===== src/rtl/mode3_pkg.sv =====
`default_nettype none
// ============================================================================
//  Module   : mode3_pkg
//  Purpose  : Shared widths, constants and FSM state type for mode3_decode.
//  Contents : VAL_W/ROOT_W/OP_W/K_W widths, root search bounds, state_t enum.
//  Revision : 1.0  initial release
// ============================================================================
package mode3_pkg;

    localparam int VAL_W  = 12;   // packed input value width
    localparam int ROOT_W = 4;    // cube-root candidate width
    localparam int OP_W   = 3;    // recovered operand width
    localparam int K_W    = 2 * OP_W;  // pair scan index {a,b}

    // Root search starts at the largest 4-bit candidate and walks down.
    localparam logic [ROOT_W-1:0] ROOT_START    = 4'd15;
    // Roots above this cannot be matched: 7^2+7^2 = 98 < 10^2.
    localparam logic [ROOT_W-1:0] PAIR_MAX_ROOT = 4'd9;
    localparam logic [K_W-1:0]    K_LAST        = 6'd63;

    typedef enum logic [1:0] {
        S_IDLE = 2'd0,
        S_ROOT = 2'd1,
        S_PAIR = 2'd2,
        S_DONE = 2'd3
    } state_t;

endpackage : mode3_pkg
`default_nettype wire


===== src/rtl/mode3_cand_eval.sv =====
`default_nettype none
// ============================================================================
//  Module   : mode3_cand_eval
//  Purpose  : Combinational evaluation of one search candidate.
//  Ports    : r_i      - root candidate
//             a_i,b_i  - pair candidate operands
//             value_i  - captured value
//             cube_le_o    - r^3 <= value (12-bit arithmetic)
//             cube_eq_o    - r^3 == value
//             pair_match_o - r^2 <= a^2+b^2 < (r+1)^2 (7-bit arithmetic)
//  Revision : 1.0  initial release
// ============================================================================
module mode3_cand_eval
    import mode3_pkg::*;
(
    input  logic [ROOT_W-1:0] r_i,
    input  logic [OP_W-1:0]   a_i,
    input  logic [OP_W-1:0]   b_i,
    input  logic [VAL_W-1:0]  value_i,
    output logic              cube_le_o,
    output logic              cube_eq_o,
    output logic              pair_match_o
);

    logic [VAL_W-1:0] w_r12;
    logic [VAL_W-1:0] w_cube;
    logic [6:0]       w_r7;
    logic [6:0]       w_r1;
    logic [6:0]       w_a7;
    logic [6:0]       w_b7;
    logic [6:0]       w_rsq;
    logic [6:0]       w_r1sq;
    logic [6:0]       w_absum;

    // 15^3 = 3375 still fits in 12 bits, so no candidate wraps.
    assign w_r12  = {{(VAL_W-ROOT_W){1'b0}}, r_i};
    assign w_cube = w_r12 * w_r12 * w_r12;

    assign cube_le_o = (w_cube <= value_i);
    assign cube_eq_o = (w_cube == value_i);

    // Pair test is only consumed for r <= 9, where (r+1)^2 <= 100 fits 7 bits.
    assign w_r7    = {3'b000, r_i};
    assign w_r1    = w_r7 + 7'd1;
    assign w_a7    = {4'b0000, a_i};
    assign w_b7    = {4'b0000, b_i};
    assign w_rsq   = w_r7 * w_r7;
    assign w_r1sq  = w_r1 * w_r1;
    assign w_absum = (w_a7 * w_a7) + (w_b7 * w_b7);

    assign pair_match_o = (w_rsq <= w_absum) && (w_absum < w_r1sq);

endmodule : mode3_cand_eval
`default_nettype wire


===== src/rtl/mode3_decode.sv =====
`default_nettype none
// ============================================================================
//  Module   : mode3_decode
//  Purpose  : Sequential decoder of a mode3 out_8x value: finds the floor cube
//             root r by descending search, then scans (a,b) pairs for the
//             first one with r^2 <= a^2+b^2 < (r+1)^2.
//  Ports    : clk, rst (sync, active high)
//             in_valid/in_ready/in_val   - request handshake and value
//             out_valid/out_ready        - result handshake
//             root, exact, pair_found, a_out, b_out - registered result
//  Revision : 1.0  initial release
// ============================================================================
module mode3_decode
    import mode3_pkg::*;
(
    input  logic              clk,
    input  logic              rst,
    input  logic              in_valid,
    output logic              in_ready,
    input  logic [VAL_W-1:0]  in_val,
    output logic              out_valid,
    input  logic              out_ready,
    output logic [ROOT_W-1:0] root,
    output logic              exact,
    output logic              pair_found,
    output logic [OP_W-1:0]   a_out,
    output logic [OP_W-1:0]   b_out
);

    state_t            state_q, state_d;
    logic [VAL_W-1:0]  val_q,   val_d;
    logic [ROOT_W-1:0] r_q,     r_d;
    logic [K_W-1:0]    k_q,     k_d;
    logic [ROOT_W-1:0] root_q,  root_d;
    logic              exact_q, exact_d;
    logic              pf_q,    pf_d;
    logic [OP_W-1:0]   a_q,     a_d;
    logic [OP_W-1:0]   b_q,     b_d;

    logic              w_cube_le;
    logic              w_cube_eq;
    logic              w_pair_match;

    // Pair operands come straight from the scan index: k = {a, b}.
    mode3_cand_eval u_cand_eval (
        .r_i          (r_q),
        .a_i          (k_q[K_W-1:OP_W]),
        .b_i          (k_q[OP_W-1:0]),
        .value_i      (val_q),
        .cube_le_o    (w_cube_le),
        .cube_eq_o    (w_cube_eq),
        .pair_match_o (w_pair_match)
    );

    always_comb begin
        state_d = state_q;
        val_d   = val_q;
        r_d     = r_q;
        k_d     = k_q;
        root_d  = root_q;
        exact_d = exact_q;
        pf_d    = pf_q;
        a_d     = a_q;
        b_d     = b_q;

        case (state_q)
            S_IDLE: begin
                if (in_valid) begin
                    val_d   = in_val;
                    r_d     = ROOT_START;
                    state_d = S_ROOT;
                end
            end

            S_ROOT: begin
                // r = 0 always satisfies the test, so the walk cannot underflow.
                if (w_cube_le) begin
                    root_d  = r_q;
                    exact_d = w_cube_eq;
                    if (r_q > PAIR_MAX_ROOT) begin
                        pf_d    = 1'b0;
                        a_d     = '0;
                        b_d     = '0;
                        state_d = S_DONE;
                    end else begin
                        k_d     = '0;
                        state_d = S_PAIR;
                    end
                end else begin
                    r_d = r_q - 4'd1;
                end
            end

            S_PAIR: begin
                if (w_pair_match) begin
                    pf_d    = 1'b1;
                    a_d     = k_q[K_W-1:OP_W];
                    b_d     = k_q[OP_W-1:0];
                    state_d = S_DONE;
                end else if (k_q == K_LAST) begin
                    pf_d    = 1'b0;
                    a_d     = '0;
                    b_d     = '0;
                    state_d = S_DONE;
                end else begin
                    k_d = k_q + 6'd1;
                end
            end

            S_DONE: begin
                if (out_ready) begin
                    state_d = S_IDLE;
                end
            end

            default: begin
                state_d = S_IDLE;
            end
        endcase
    end

    always_ff @(posedge clk) begin
        if (rst) begin
            state_q <= S_IDLE;
            val_q   <= '0;
            r_q     <= '0;
            k_q     <= '0;
            root_q  <= '0;
            exact_q <= 1'b0;
            pf_q    <= 1'b0;
            a_q     <= '0;
            b_q     <= '0;
        end else begin
            state_q <= state_d;
            val_q   <= val_d;
            r_q     <= r_d;
            k_q     <= k_d;
            root_q  <= root_d;
            exact_q <= exact_d;
            pf_q    <= pf_d;
            a_q     <= a_d;
            b_q     <= b_d;
        end
    end

    assign in_ready   = (state_q == S_IDLE);
    assign out_valid  = (state_q == S_DONE);
    assign root       = root_q;
    assign exact      = exact_q;
    assign pair_found = pf_q;
    assign a_out      = a_q;
    assign b_out      = b_q;

endmodule : mode3_decode
`default_nettype wire


===== config.mk =====
export PLATFORM = sky130hd
export DESIGN_NAME = mode3_decode
export DESIGN_NICKNAME = d
export VERILOG_FILES = /design/src/rtl/mode3_pkg.sv /design/src/rtl/mode3_cand_eval.sv /design/src/rtl/mode3_decode.sv
export SDC_FILE = /design/constraint.sdc
export NUM_CORES = 1
export LEC_CHECK = 0
export BUFFER_PORTS_ARGS = -buffer_cell sky130_fd_sc_hd__buf_2
export CORE_ASPECT_RATIO = 1.25
export CORE_MARGIN = 5
export CORE_UTILIZATION = 47
export CTS_BUF_LIST = sky130_fd_sc_hd__clkbuf_2
export DETAILED_ROUTE_END_ITERATION = 16
export SYNTH_ARGS = -nofsm -noshare
export SYNTH_HDL_FRONTEND = slang
export SYNTH_SLANG_ARGS = --single-unit

===== constraint.sdc =====
create_clock -name clk -period 7.2 [get_ports clk]
set_input_delay 1.08 -clock clk [delete_from_list [all_inputs] [get_ports clk]]
set_output_delay 1.08 -clock clk [all_outputs]
set_load 0.005 [all_outputs]

; ---- Yosys cells after proc, flatten, opt, wreduce, memory -nomap -nowiden
; Cells that the tools add are included.
[totals]
ff_bits = 36
input_bits = 16
wordCells = 74
[op_classes]
add_sub_neg = 4
n_mul = 6
order_cmp = 4
n_eq_ne = 14
muxes = 27
n_reduce_logical = 10
[op_table]
columns = cell, n
row1 = $mux 6, 4
row2 = $mux 3, 5
row3 = $eq 12x12->1, 1
row4 = $le 12x12->1, 1
row5 = $mul 12x4->12, 1
row6 = $mul 3x3->6, 2
row7 = $ne 2x2->1 const B, 6
row8 = $pmux 3 s2, 2
row9 = $pmux 6 s2, 1
row10 = $mux 2, 5
row11 = $mul 4x4->8, 1
row12 = $mux 4, 2
row13 = $pmux 2 s4, 1
row14 = $pmux 4 s2, 1
row15 = $reduce_and 4->1, 2
row16 = $add 7x7->7, 1
row17 = $le 7x7->1, 1
row18 = $lt 7x7->1, 1
row19 = $mul 4x4->7, 1
row20 = $mul 7x7->7, 1
row21 = $add 6x1->6 const B, 1
row22 = $eq 6x6->1 const B, 1
row23 = $add 4x1->5 const B, 1
row24 = $mux 1, 5
row25 = 13 further kinds, 17

; ---- Depth between registers and ports, before layout
; Gate-level depths: netlist of run 1.
[logic_depth]
depth_word = 6
depth_mapped = 27
mapped_depth_nobuf = 25

; ---- By module
; A second synthesis of run 1 with hierarchy kept.
[unflattened]
cells_unflattened = 481
area_unflattened_um2 = 3818.7
[by_module_without_submodules]
columns = mod, instances, cells_per_inst, area_each_um2, seq_area_each_um2
row1 = mode3_cand_eval, 1, 271, 2120.8, 0.0
row2 = mode3_decode, 1, 210, 1697.9, 720.7

; ---- Worst setup path before layout of run 1
; OpenSTA, ideal clock, no wires.
[synth_timing]
path_kind = reg-to-reg
startpoint = register r_q[2]
endpoint = register k_q[1]
arrival_ns = 5.843
required_ns = 7.083
slack_ns = 1.239
stages_incl_launch_ff = 26
n_path_buf = 2
cell_sequence = dfxtp_1 -> clkbuf_1 -> nor2b_1 -> and2_1 -> inv_1 -> fa_1 -> xnor2_1 -> nand2_1 -> fa_1 -> fa_1 -> inv_1 -> ha_1 -> a21o_1 -> a21oi_1 -> nor2b_1 -> o21a_1 -> o41a_1 -> xor2_1 -> ha_1 -> nand4_1 -> or3_4 -> o211ai_2 -> a21oi_2 -> buf_6 -> or3_1 -> a32o_1
[synth_between]
elab_chain_len = 6
[synth_lines]
columns = element, line_no
row1 = from (decl), mode3_decode.sv:32  ; logic [ROOT_W-1:0] r_q, r_d;
row2 = from (signal assigned), mode3_decode.sv:136  ; r_q <= r_d;
row3 = "parallel branches: the longest is 5 deep, another holds $mul 12x4->12", --
row4 = $reduce_and 5->1 (no source line) *, --
row5 = to (signal assigned), mode3_decode.sv:137  ; k_q <= k_d;
row6 = to (decl), mode3_decode.sv:33  ; logic [K_W-1:0] k_q, k_d;
; Every way passes the cells marked *.
; A chain may end at the register's enable or synchronous reset.

; ---- Worst setup path after layout of run 1
[layout_timing]
startpoint = register r_q[2]
endpoint = register a_q[0], in the netlist a_out[0]
[layout_between]
elab_chain_len = 6
[layout_lines]
columns = element, line_no
row1 = "parallel branches: the longest is 6 deep, another holds $mul 12x4->12", --
row2 = to (signal assigned), mode3_decode.sv:131  ; a_q <= '0;
row3 = to (signal assigned), mode3_decode.sv:141  ; a_q <= a_d;
row4 = to (decl), mode3_decode.sv:37  ; logic [OP_W-1:0] a_q, a_d;
; Several ways; the timed one is not identified.

==> results.md, run 1 <==
- Crit path max fanout: 23
- Pin count of the biggest net entering global routing: 43
- Final Hold Fails: 0
- Final setup viols: 0
- Max Clk Rate: between 0.1 and 0.15 GHz
- Setup Buffers After CTS: 0
- Total of max-cap violations: 0
- FF+latch count, synth: 36
- Die footprint: between 10000 and 15000 sq um
- Hold Path Depth: 2
- Pre-CTS setup slack: between 0.6 and 0.7 ns
- Psw: ~0.89 mW
- Die W: between 90 and 100 um
- CTS Buf Count: 5
- Vias/cell: 5.59
- DRC: 0
- Core area: roughly 8200 sq um
- Syn Area/Cell: ~8 sq um
- Final Critical Period: 6.69 ns
- # clock sinks: 36
- Max Transition Viols Final: 0
- Synthesized Nets: 591
- Ys async rst share: 0%
- Total Nets Final: between 600 and 700
- Clk_skew: 0.00414 ns
- GPL Wtd Cong: 0.847
- Ys Warns: 0
- CTS hold repair buffers: 0
- Layout fillers: 824
- Final ANT Viol Nets: 0
- Rel. slew slack: a little over half
- Fin cells: slightly above 600
- RSZ-0062 raised after global routing: no
- Critical Path RT: between 7 and 8 ns
- Ports: 30
- Worst Path Arrival: between 7 and 8 ns
- Kind of critical path: reg -> reg
- Ys flop type: dfxtp_1
- H-tree Lvls: 2
- Area grow syn2layout: 6.76%
- Cell taking the most area after synthesis: ha_1
- Cells after synthesis: a little under 500
- Post-synthesis sequential area ratio: between 10% and 20%
- Clock share of power: under 10%
- CTS Buffer Depth: 2
- Initial antenna violation count: 0
- Top-area cell type share of the netlist area: 21.4%
- R2R setup slack: just over 0.5 ns
- Starting Density: between 40% and 50%
- GRT Residual Overflow: 0
- Pleak: between 2 and 2.5 nW
- FF-to-FF Start: r_q[2]
- EDFF count, synth: 0
- Total wire length: around 9.3 mm
- R2R cell count: 23
- Setup_tns: 0 ns
- Clock Latency Late Sink: between 0.3 and 0.4 ns
- Vias in the first global route: 3469
- Row Count: 37
- Hold WS: about 0.47 ns
- Yosys cell types: 57
- CTS tree: yes
- Placed insts: a little over 600
- Largest cells by area after synthesis: ha_1 21%, dfxtp_1 18%, fa_1 6.5%
- Sw frac: 52.8%
- Vias: 3436
- Min-Delay Endpoint: val_q[1]
- Min-delay worst type: reg -> reg
- Post-CTS resize count: 0
- Peak supply drop: 0.149 mV
- N_diodes: 0
- Worst setup margin: ~0.51 ns
- Root Driver: clkbuf_2
- Worst-Margin Slew: slightly below 0.7 ns
- Average wire per standard cell: ~15 um
- Post-detail-place hpwl: approximately 7.4 mm
- Internal power: just under 0.8 mW
- Reg-to-reg critical path endpoint: a_out[0]
- Startpoint class of the critical path: register
- Worst-path clk slew: about 0.21 ns
- Outcome: completed
- Die Span Y: ~110 um
- CP endpoint kind: register
- First-pass GRT wire length: around 16 mm
- Pre-antenna DRT Iters: 4
- Register share of total power: between 10% and 20%
- Fin crit share: between 90% and 100%
- Tot GR Track Use: a little under a fifth
- Port-buffer cells: 29
- Comb power frac: roughly 75%
- DRT iter0 DRCs: approximately 130
- Mapped cell area: a little under 4000 sq um
- Hold_sp: val_q[1]
- Pwr Density: between 300 and 400 nW/um^2
- Fraction of layout cells with a size suffix above 1: a little under a tenth
-- critical path, stage by stage, from the launching register on --
cell and delay, ns:
dfxtp_1 0.81, nor2b_1 0.25, and2_1 0.17, inv_1 0.06
fa_1 0.42, xnor2_1 0.39, nand2_1 0.13, fa_1 0.47
fa_1 0.54, inv_1 0.04, ha_1 0.33, a21o_1 0.18
a21oi_1 0.21, nor2b_1 0.07, o21a_1 0.19, o41a_1 0.32
xor2_1 0.15, ha_1 0.31, a21oi_1 0.25, o21ai_4 0.12
nor3_1 0.27, a21oi_2 0.21, nand4b_1 0.43, o221ai_1 0.30
-- final cells by class --
cell class | count | area, sq um | area share, %
clock inverters | 3 | 42.5 | 1.00
multi-input cells | 390 | 2970 | 69.9
well taps | 97 | 121 | 2.86
repair buffers | 33 | 175 | 4.12
clock buffers | 5 | 25.0 | 0.589
inverters | 51 | 191 | 4.51
flip-flops and latches | 36 | 721 | 17.0
-- placed cells by master (no fill, tap or decap), drive strengths merged, types with 3 or more instances in the layout --
cell,count
xnor2,15
nand2b,17
xor2,5
nor4,4
o31ai,3
nand3b,4
nor2b,13
mux2i,7
nand2,59
nand3,12
o21ai,14
a31oi,6
nor3,12
a21oi,30
o211ai,5
a311oi,3
dfxtp,36
fa,13
buf,33
o21bai,5
o221ai,9
or4,4
ha,68
and2,15
a21o,11
and3,3
nand4,3
inv,51
clkbuf,5
nor2,29
-- Yosys cell counts (5+ instances only) --
master and number:
a21o_1 10, a21oi_1 29, a31oi_1 6, and2_1 15, clkbuf_1 11, dfxtp_1 36, fa_1 13, ha_1 68
inv_1 51, mux2i_1 7, nand2_1 59, nand2b_1 17, nand3_1 12, nor2_1 29, nor2b_1 13, nor3_1 12
o21ai_0 13, o21bai_1 5, o221ai_1 9, xnor2_1 15, xor2_1 5
-- per-stage QoR --
step / power, mW / instance area [sq um] / util (%)
global route: 1.86 / 4250 / 51.5
floorplan: 1.28 / 3980 / -
finish: 1.69 / 4250 / 51.5
detailed placement: 1.55 / 4180 / 50.7
global placement: 1.52 / 4180 / 50.7
CTS: 1.69 / 4250 / 51.5
-- state kept, by name (all words and copies together), names as in the netlist --
name        flops
pair_found      1
exact           1
val_q          12
root            4
k_q             6
b_out           3
a_out           3
state_q         2
r_q             4
-- worst max-delay path by stage --
stage / start / end / slack, ns / depth (start not counted)
final: r_q[2] / a_out[0] / 0.51 / 23
after global routing: r_q[2] / a_out[0] / 0.11 / 23
after CTS: r_q[2] / a_out[0] / 0.58 / 23
after detailed placement: r_q[2] / a_out[0] / 0.61 / 23
after global placement: r_q[2] / a_out[0] / 0.87 / 25
after floorplan: r_q[2] / k_q[1] / 1.24 / 25
-- cell families (layout without fill, tap and decap cells) --
logic type | after synthesis | after routing | share of synthesized area [%]
xor+xnor | 20 | 20 | 4.40
buf+inv | 68 | 92 | 7.20
flops | 36 | 36 | 18.1
compound gates | 98 | 98 | 17.0
mux | 7 | 7 | 1.76
fa+ha+maj | 81 | 81 | 27.9
simple gates | 184 | 184 | 23.6
-- per-layer routing --
| layer | part of all wire (%) | up-vias | global-route usage [%] |
|---|---|---|---|
| met5 | 0 | - | 0 |
| met4 | 1.1 | 0 | 3.87 |
| met3 | 2.9 | 10 | 2.33 |
| met2 | 53 | 48 | 35.4 |
| met1 | 43 | 1632 | 20.7 |
| li1 | - | 1746 | - |
-- power groups by stage --
stage	clock network [mW]	logic [mW]	registers, mW
floorplan	0	1.01	0.272
finish	0.134	1.27	0.285
detailed placement	0	1.26	0.289
global placement	0	1.24	0.287
global route	0.147	1.42	0.292
CTS	0.138	1.27	0.285
Power figures use the tool's default switching activity.
==> run 2: changes to the inputs <==
--- a/config.mk
+++ b/config.mk
@@ -11,6 +11,7 @@
 export CORE_UTILIZATION = 47
 export CTS_BUF_LIST = sky130_fd_sc_hd__clkbuf_2
 export DETAILED_ROUTE_END_ITERATION = 16
+export MAX_ROUTING_LAYER = met4
 export SYNTH_ARGS = -nofsm -noshare
 export SYNTH_HDL_FRONTEND = slang
 export SYNTH_SLANG_ARGS = --single-unit
==> run 2 against run 1 <==
Non-clock buffer count did not move. Worst setup slack better by 0.0091 ns. Critical path depth did not move. Combinational power barely moved. Final cell count stayed put. Sequential share of layout area did not move. Highest routed layer unchanged. Flip-flop and latch count did not move. Design area unchanged. Die area stayed put. Core utilization unchanged.
==> results.md, run 2 (same netlist as run 1, synthesis figures left out) <==
- Outcome: completed
- Pleak: 2.04 nW (unchanged)
- Final Critical Period: 6.68 ns (-0.00915 ns)
- Final ANT Viol Nets: 0 (unchanged)
- CTS Buf Count: 5 (unchanged)
- Top flop regs: val_q x12, k_q x6
- Ports: 30 (unchanged)
- Placed insts: 607 (unchanged)
- GRT Residual Overflow: 0 (unchanged)
- Setup Buffers After CTS: 0 (unchanged)
- Clock Latency Late Sink: 0.39 ns (about the same)
- Most common cell after layout, fill and taps aside: ha_1
- Worst path cell trace: nor2b_1, and2_1, inv_1, fa_1, xnor2_1, nand2_1, fa_1, fa_1, inv_1, ha_1, a21o_1, a21oi_1, nor2b_1, o21a_1, o41a_1, xor2_1, ha_1, a21oi_1, o21ai_4, nor3_1, a21oi_2, nand4b_1, o221ai_1
- CP max stage delay: 0.81 ns (about the same)
- Root Driver: clkbuf_2
- Worst-Margin Slew: 0.692 ns (+0.00648 ns)
- CTS tree: yes
- Vias/cell: 5.63 (+0.84%)
- Die Span Y: 113 um (unchanged)
- Pre-CTS setup slack: 0.607 ns (unchanged)
- Initial antenna violation count: 0 (unchanged)
- Hold_sp: val_q[7]
- Peak supply drop: 0.148 mV (-0.30%)
- Post-CTS resize count: 0 (unchanged)
- R2R cell count: 23 (unchanged)
- CTS hold repair buffers: 0 (unchanged)
- Post-detail-place hpwl: 7.42 mm (unchanged)
- Total Nets Final: 614 (unchanged)
- CP endpoint kind: register
- Pre-antenna DRT Iters: 4 (unchanged)
- Fin cells: 615 (unchanged)
- Worst Path Arrival: 7.00 ns (about the same)
- Setup_tns: 0 ns (unchanged)
- Fin crit share: 92.7% (-0.13 points)
- Top reg by flops: val_q
- Average wire per standard cell: 15.1 um (+0.25%)
- Crit path max-delay cell type: dfxtp_1
- Clk_skew: 0.00382 ns (-0.000320 ns)
- Max Clk Rate: 0.150 GHz (+0.14%)
- Core area: 8240 sq um (unchanged)
- FF-to-FF Start: r_q[2]
- Final setup viols: 0 (unchanged)
- Kind of critical path: reg -> reg
- Pin count of the biggest net entering global routing: 43 (unchanged)
- RSZ-0062 raised after global routing: no
- Worst-path clk slew: 0.21 ns (about the same)
- Critical Path RT: 7.52 ns (about the same)
- First-pass GRT wire length: 15.6 mm (+0.26%)
- Final Hold Fails: 0 (unchanged)
- Total of max-cap violations: 0 (unchanged)
- Min-delay worst type: reg -> reg
- # clock sinks: 36 (unchanged)
- Die W: 92.3 um (unchanged)
- Tot GR Track Use: 18.7% (+0.57 points)
- Hold Path Depth: 2 (unchanged)
- N_diodes: 0 (unchanged)
- Port-buffer cells: 29 (unchanged)
- Vias: 3465 (+0.84%)
- DRT iter0 DRCs: 138 (+10%)
- Row Count: 37 (unchanged)
- Min-Delay Endpoint: val_q[7]
- R2R setup slack: 0.52 ns (about the same)
- H-tree Lvls: 2 (unchanged)
- Starting Density: 48.3% (unchanged)
- Crit path max fanout: 23 (unchanged)
- Total wire length: 9.30 mm (+0.25%)
- DRC: 0 (unchanged)
- Top cell by count, worst path: fa_1
- Most frequent cells in the layout: 68 x ha_1, 59 x nand2_1, 51 x inv_1
- Pwr Density: 397 nW/um^2 (about the same)
- Startpoint class of the critical path: register
- Rel. slew slack: 53.8% (-0.43 points)
- CTS Buffer Depth: 2 (unchanged)
- Die footprint: 10400 sq um (unchanged)
- Max Transition Viols Final: 0 (unchanged)
- Reg-to-reg critical path endpoint: a_out[0]
- Fraction of layout cells with a size suffix above 1: 9.46% (unchanged)
- Area grow syn2layout: 6.76% (unchanged)
- Max reg flops: 12 (unchanged)
- GPL Wtd Cong: 0.861 (+1.6%)
- Worst setup margin: 0.523 ns (+0.00915 ns)
- Vias in the first global route: 3463 (-0.17%)
==> run 2: cell counts in the layout (fill, tap and decap cells not counted) <==
Identical to the previous run, type by type.
==> run 2: routing by layer <==
layer	share of wire [%]	global-route usage [%]	up-vias
met3	3.1	2.33	11
li1	-	-	1750
met2	54	35.4	55
met5	0	-	-
met1	42	20.8	1649
met4	1.1	3.87	0
==> run 2: through the flow <==
stage	total power [mW]	instance area (sq um)	util, %	hold WS (ns)
after floorplan	1.28	3980	-	0.435
after global placement	1.52	4180	50.7	0.447
after detailed placement	1.55	4180	50.7	0.451
after CTS	1.69	4250	51.5	0.475
after global routing	1.86	4250	51.5	0.498
final	1.68	4250	51.5	0.472
==> run 2: critical path, delay by kind of cell (launching register included) <==
kind	cells	cell delay (ns)
fa+ha+maj	5	2.07
flops	1	0.81
compound gates	8	1.76
xor+xnor	2	0.54
simple gates	6	1.31
buf+inv	2	0.10
==> run 2: worst max path at each step <==
stage,from,end,slack (ns),depth (start not counted)
3_5_place_dp,r_q[2],a_out[0],0.61,23
4_1_cts,r_q[2],a_out[0],0.58,23
6_report,r_q[2],a_out[0],0.52,23
5_1_grt,r_q[2],a_out[0],0.11,23
2_1_floorplan,r_q[2],k_q[1],1.24,25
3_3_place_gp,r_q[2],a_out[0],0.87,25
==> run 2: report_power, final <==
part / switching (mW) / internal [mW] / leakage (nW)
logic: 0.767 / 0.499 / 1.71
clock network: 0.0762 / 0.0580 / 0.0390
registers: 0.0458 / 0.239 / 0.294
total: 0.889 / 0.796 / 2.04
==> run 2: cell type report <==
type / count / area (sq um)
Tap cell: 97 / 121
Clock buffer: 5 / 25.0
Fill cell: 824 / 3990
Inverter: 51 / 191
Sequential cell: 36 / 721
Multi-Input combinational cell: 390 / 2970
Timing Repair Buffer: 33 / 175
Clock inverter: 3 / 42.5
==> run 3: changes to the inputs <==
--- a/config.mk
+++ b/config.mk
@@ -14,4 +14,5 @@
 export MAX_ROUTING_LAYER = met4
 export SYNTH_ARGS = -nofsm -noshare
 export SYNTH_HDL_FRONTEND = slang
+export SYNTH_HIERARCHICAL = 1
 export SYNTH_SLANG_ARGS = --single-unit
==> run 3 against run 2 <==
Routed wire length down 15%. First-iteration DRC count down 38%. Sequential share of layout area rose by 0.57 points. Non-clock buffer count stayed put. Critical path depth is 1 lower. Design area is 3.3% lower. Clock-buffer cell count unchanged. Flip-flop and latch count unchanged. Synthesized cell count fell by 2.6%. Final cell count fell by 2.6%.
==> results.md, run 3 <==
- Area grow syn2layout: 7.57%
- CP max stage delay: 0.54 ns (-0.27 ns)
- Total Nets Final: 602 (-2.0%)
- Top-area cell type share of the netlist area: 22.6% (+1.2 points)
- Worst Path Arrival: 6.90 ns (-0.10 ns)
- Max Clk Rate: 0.151 GHz (+1.1%)
- Pwr Density: 329 nW/um^2 (-17%)
- Outcome: completed
- CTS Buffer Depth: 2 (unchanged)
- Post-synthesis sequential area ratio: 18.9% (+0.75 points)
- Cell taking the most area after synthesis: ha_1
- Clk_skew: 0.0217 ns (+0.0179 ns)
- Cells after synthesis: 481 (-2.6%)
- Top reg by flops: val_q
- Pre-CTS setup slack: 0.664 ns (+0.0570 ns)
- First-pass GRT wire length: 14.3 mm (-8.1%)
- Worst path cell trace: and3_1, inv_1, fa_1, xnor2_1, nand2_1, fa_1, fa_1, inv_1, ha_1, a21oi_2, o21a_1, or4_1, nand3_1, ha_1, a21oi_1, o21a_1, o211ai_1, o21ai_0, nand2b_1, o211a_1, or4_1, a31oi_1
- Setup Buffers After CTS: 0 (unchanged)
- CP endpoint kind: register
- Vias: 3285 (-5.2%)
- Critical Path RT: 7.50 ns (-0.02 ns)
- GRT Residual Overflow: 0 (unchanged)
- Ys async rst share: 0% (unchanged)
- Mapped cell area: 3820 sq um (-4.0%)
- Root Driver: clkbuf_2
- GPL Wtd Cong: 0.807 (-6.3%)
- Final Hold Fails: 0 (unchanged)
- Largest cells by area after synthesis: ha_1 23%, dfxtp_1 19%, fa_1 7.3%
- Post-CTS resize count: 0 (unchanged)
- RSZ-0062 raised after global routing: no
- EDFF count, synth: 0 (unchanged)
- Synthesized Nets: 580 (-1.9%)
- Starting Density: 48.4% (+0.18 points)
- Fin crit share: 91.7% (-1.0 points)
- Pre-antenna DRT Iters: 4 (unchanged)
- Min-delay worst type: reg -> reg
- # clock sinks: 36 (unchanged)
- Kind of critical path: reg -> reg
- DRC: 0 (unchanged)
- Die Span Y: 111 um (-1.8%)
- Pin count of the biggest net entering global routing: 40 (-7.0%)
- Pleak: 1.96 nW (-4.2%)
- Vias in the first global route: 3218 (-7.1%)
- CTS hold repair buffers: 0 (unchanged)
- Most common cell after layout, fill and taps aside: ha_1
- Port-buffer cells: 29 (unchanged)
- Ys Warns: 6 (+6)
- Commonest cells in the netlist: 69 x ha_1, 56 x inv_1, 55 x nand2_1
- Crit path max fanout: 7 (-70%)
- Crit path max-delay cell type: fa_1
- Setup_tns: 0 ns (unchanged)
- Clock Latency Late Sink: 0.37 ns (-0.02 ns)
- Startpoint class of the critical path: register
- Fraction of layout cells with a size suffix above 1: 8.93% (-0.53 points)
- Total wire length: 7.95 mm (-15%)
- Total Power: 1.35 mW (-20%)
- Peak supply drop: 0.177 mV (+19%)
- Most frequent cells in the layout: 69 x ha_1, 56 x inv_1, 55 x nand2_1
- Total of max-cap violations: 0 (unchanged)
- Top cell by count, worst path: fa_1
- Tot GR Track Use: 16.8% (-1.9 points)
- Post-detail-place hpwl: 6.57 mm (-12%)
- Yosys cell types: 51 (-11%)
- Core area: 7880 sq um (-4.3%)
- Worst-path clk slew: 0.22 ns (about the same)
- Final setup viols: 0 (unchanged)
- CTS Buf Count: 5 (unchanged)
- Die footprint: 10000 sq um (-3.6%)
- CTS tree: yes
- Ports: 30 (unchanged)
- Top flop regs: val_q x12, k_q x6
- Vias/cell: 5.48 (-2.7%)
- Die W: 90.6 um (-1.8%)
- Worst setup margin: 0.597 ns (+0.0735 ns)
- Average wire per standard cell: 13.3 um (-12%)
- Final ANT Viol Nets: 0 (unchanged)
- WP buf/inv: 2 (unchanged)
- Worst-Margin Slew: 0.886 ns (+0.194 ns)
- Most numerous cell in the Yosys netlist: ha_1
- Row Count: 36 (-2.7%)
- DRT iter0 DRCs: 86 (-38%)
- Ys flop type: dfxtp_1
- Rel. slew slack: 40.7% (-13 points)
- Max Transition Viols Final: 0 (unchanged)
- Max reg flops: 12 (unchanged)
- FF+latch count, synth: 36 (unchanged)
- CP delay by family, top: adder cells
- Initial antenna violation count: 0 (unchanged)
- H-tree Lvls: 2 (unchanged)
- Syn Area/Cell: 7.94 sq um (-1.4%)
- N_diodes: 0 (unchanged)
- Final Critical Period: 6.60 ns (-0.0735 ns)
==> run 3: changes by cell type in the layout (fill, tap and decap cells not counted), sizes merged, moves of 7 or more <==
cell    before  now
nor2        29   17
nand2b      17    7
o221ai       9    0
a21oi       30   46
nand4        3   10
==> run 3: path summary, 6_finish.rpt <==
check                           startpoint       end  slack (ns)  depth (start not counted)
worst max-delay path                r_q[1]    k_q[3]        0.60                         22
worst min register to register    val_q[1]  val_q[1]        0.47                          2
worst min-delay path              val_q[1]  val_q[1]        0.47                          2
worst max register to register      r_q[1]    k_q[3]        0.60                         22
==> run 3: logic make-up (layout without fill, tap and decap cells) <==
kind of cell | count (synthesis) | after routing | synth area share [%]
DFF | 36 | 36 | 18.9
adders and majority gates | 83 | 83 | 29.9
AOI/OAI and AO/OA | 111 | 111 | 18.0
buffers and inverters | 74 | 97 | 7.50
and+or+nand+nor | 158 | 158 | 21.2
muxes | 2 | 2 | 0.557
xor gates and xnor gates | 17 | 17 | 3.90
==> run 3: cell type report <==
| type | count | area [sq um] |
|---|---|---|
| Sequential cell | 36 | 721 |
| Clock buffer | 5 | 25.0 |
| Inverter | 56 | 210 |
| Clock inverter | 3 | 46.3 |
| Multi-Input combinational cell | 371 | 2810 |
| Tap cell | 95 | 119 |
| Timing Repair Buffer | 33 | 175 |
| Fill cell | 771 | 3770 |
==> run 3: metrics by stage <==
| step | util, % | hold slack (ns) | cells | area (sq um) |
|---|---|---|---|---|
| after floorplan | - | 0.436 | 481 | 3820 |
| after global placement | 51.2 | 0.442 | 591 | 4040 |
| after detailed placement | 51.2 | 0.447 | 591 | 4040 |
| after CTS | 52.1 | 0.473 | 599 | 4110 |
| after global routing | 52.1 | 0.494 | 599 | 4110 |
| final | 52.1 | 0.469 | 599 | 4110 |
==> run 3: metal layers <==
metal / GRT usage, % / up-vias / routed length (um)
met5: - / - / 0
met4: 3.87 / 0 / 69
met3: 1.83 / 4 / 133
met2: 29.9 / 33 / 4060
met1: 20.2 / 1537 / 3680
li1: - / 1711 / -
==> run 3: power by group <==
| group | internal, mW | switching (mW) |
|---|---|---|
| registers | 0.233 | 0.0411 |
| clock network | 0.0599 | 0.0747 |
| logic | 0.382 | 0.560 |
| total | 0.675 | 0.676 |
==> run 3: worst register-to-register path, stage by stage, from the launching register on <==
cell	delay, ns
dfxtp_1	0.51
and3_1	0.29
inv_1	0.11
fa_1	0.47
xnor2_1	0.44
nand2_1	0.13
fa_1	0.49
fa_1	0.54
inv_1	0.04
ha_1	0.35
a21oi_2	0.08
o21a_1	0.20
or4_1	0.50
nand3_1	0.08
ha_1	0.25
a21oi_1	0.16
o21a_1	0.18
o211ai_1	0.09
o21ai_0	0.52
nand2b_1	0.15
o211a_1	0.29
or4_1	0.48
a31oi_1	0.18
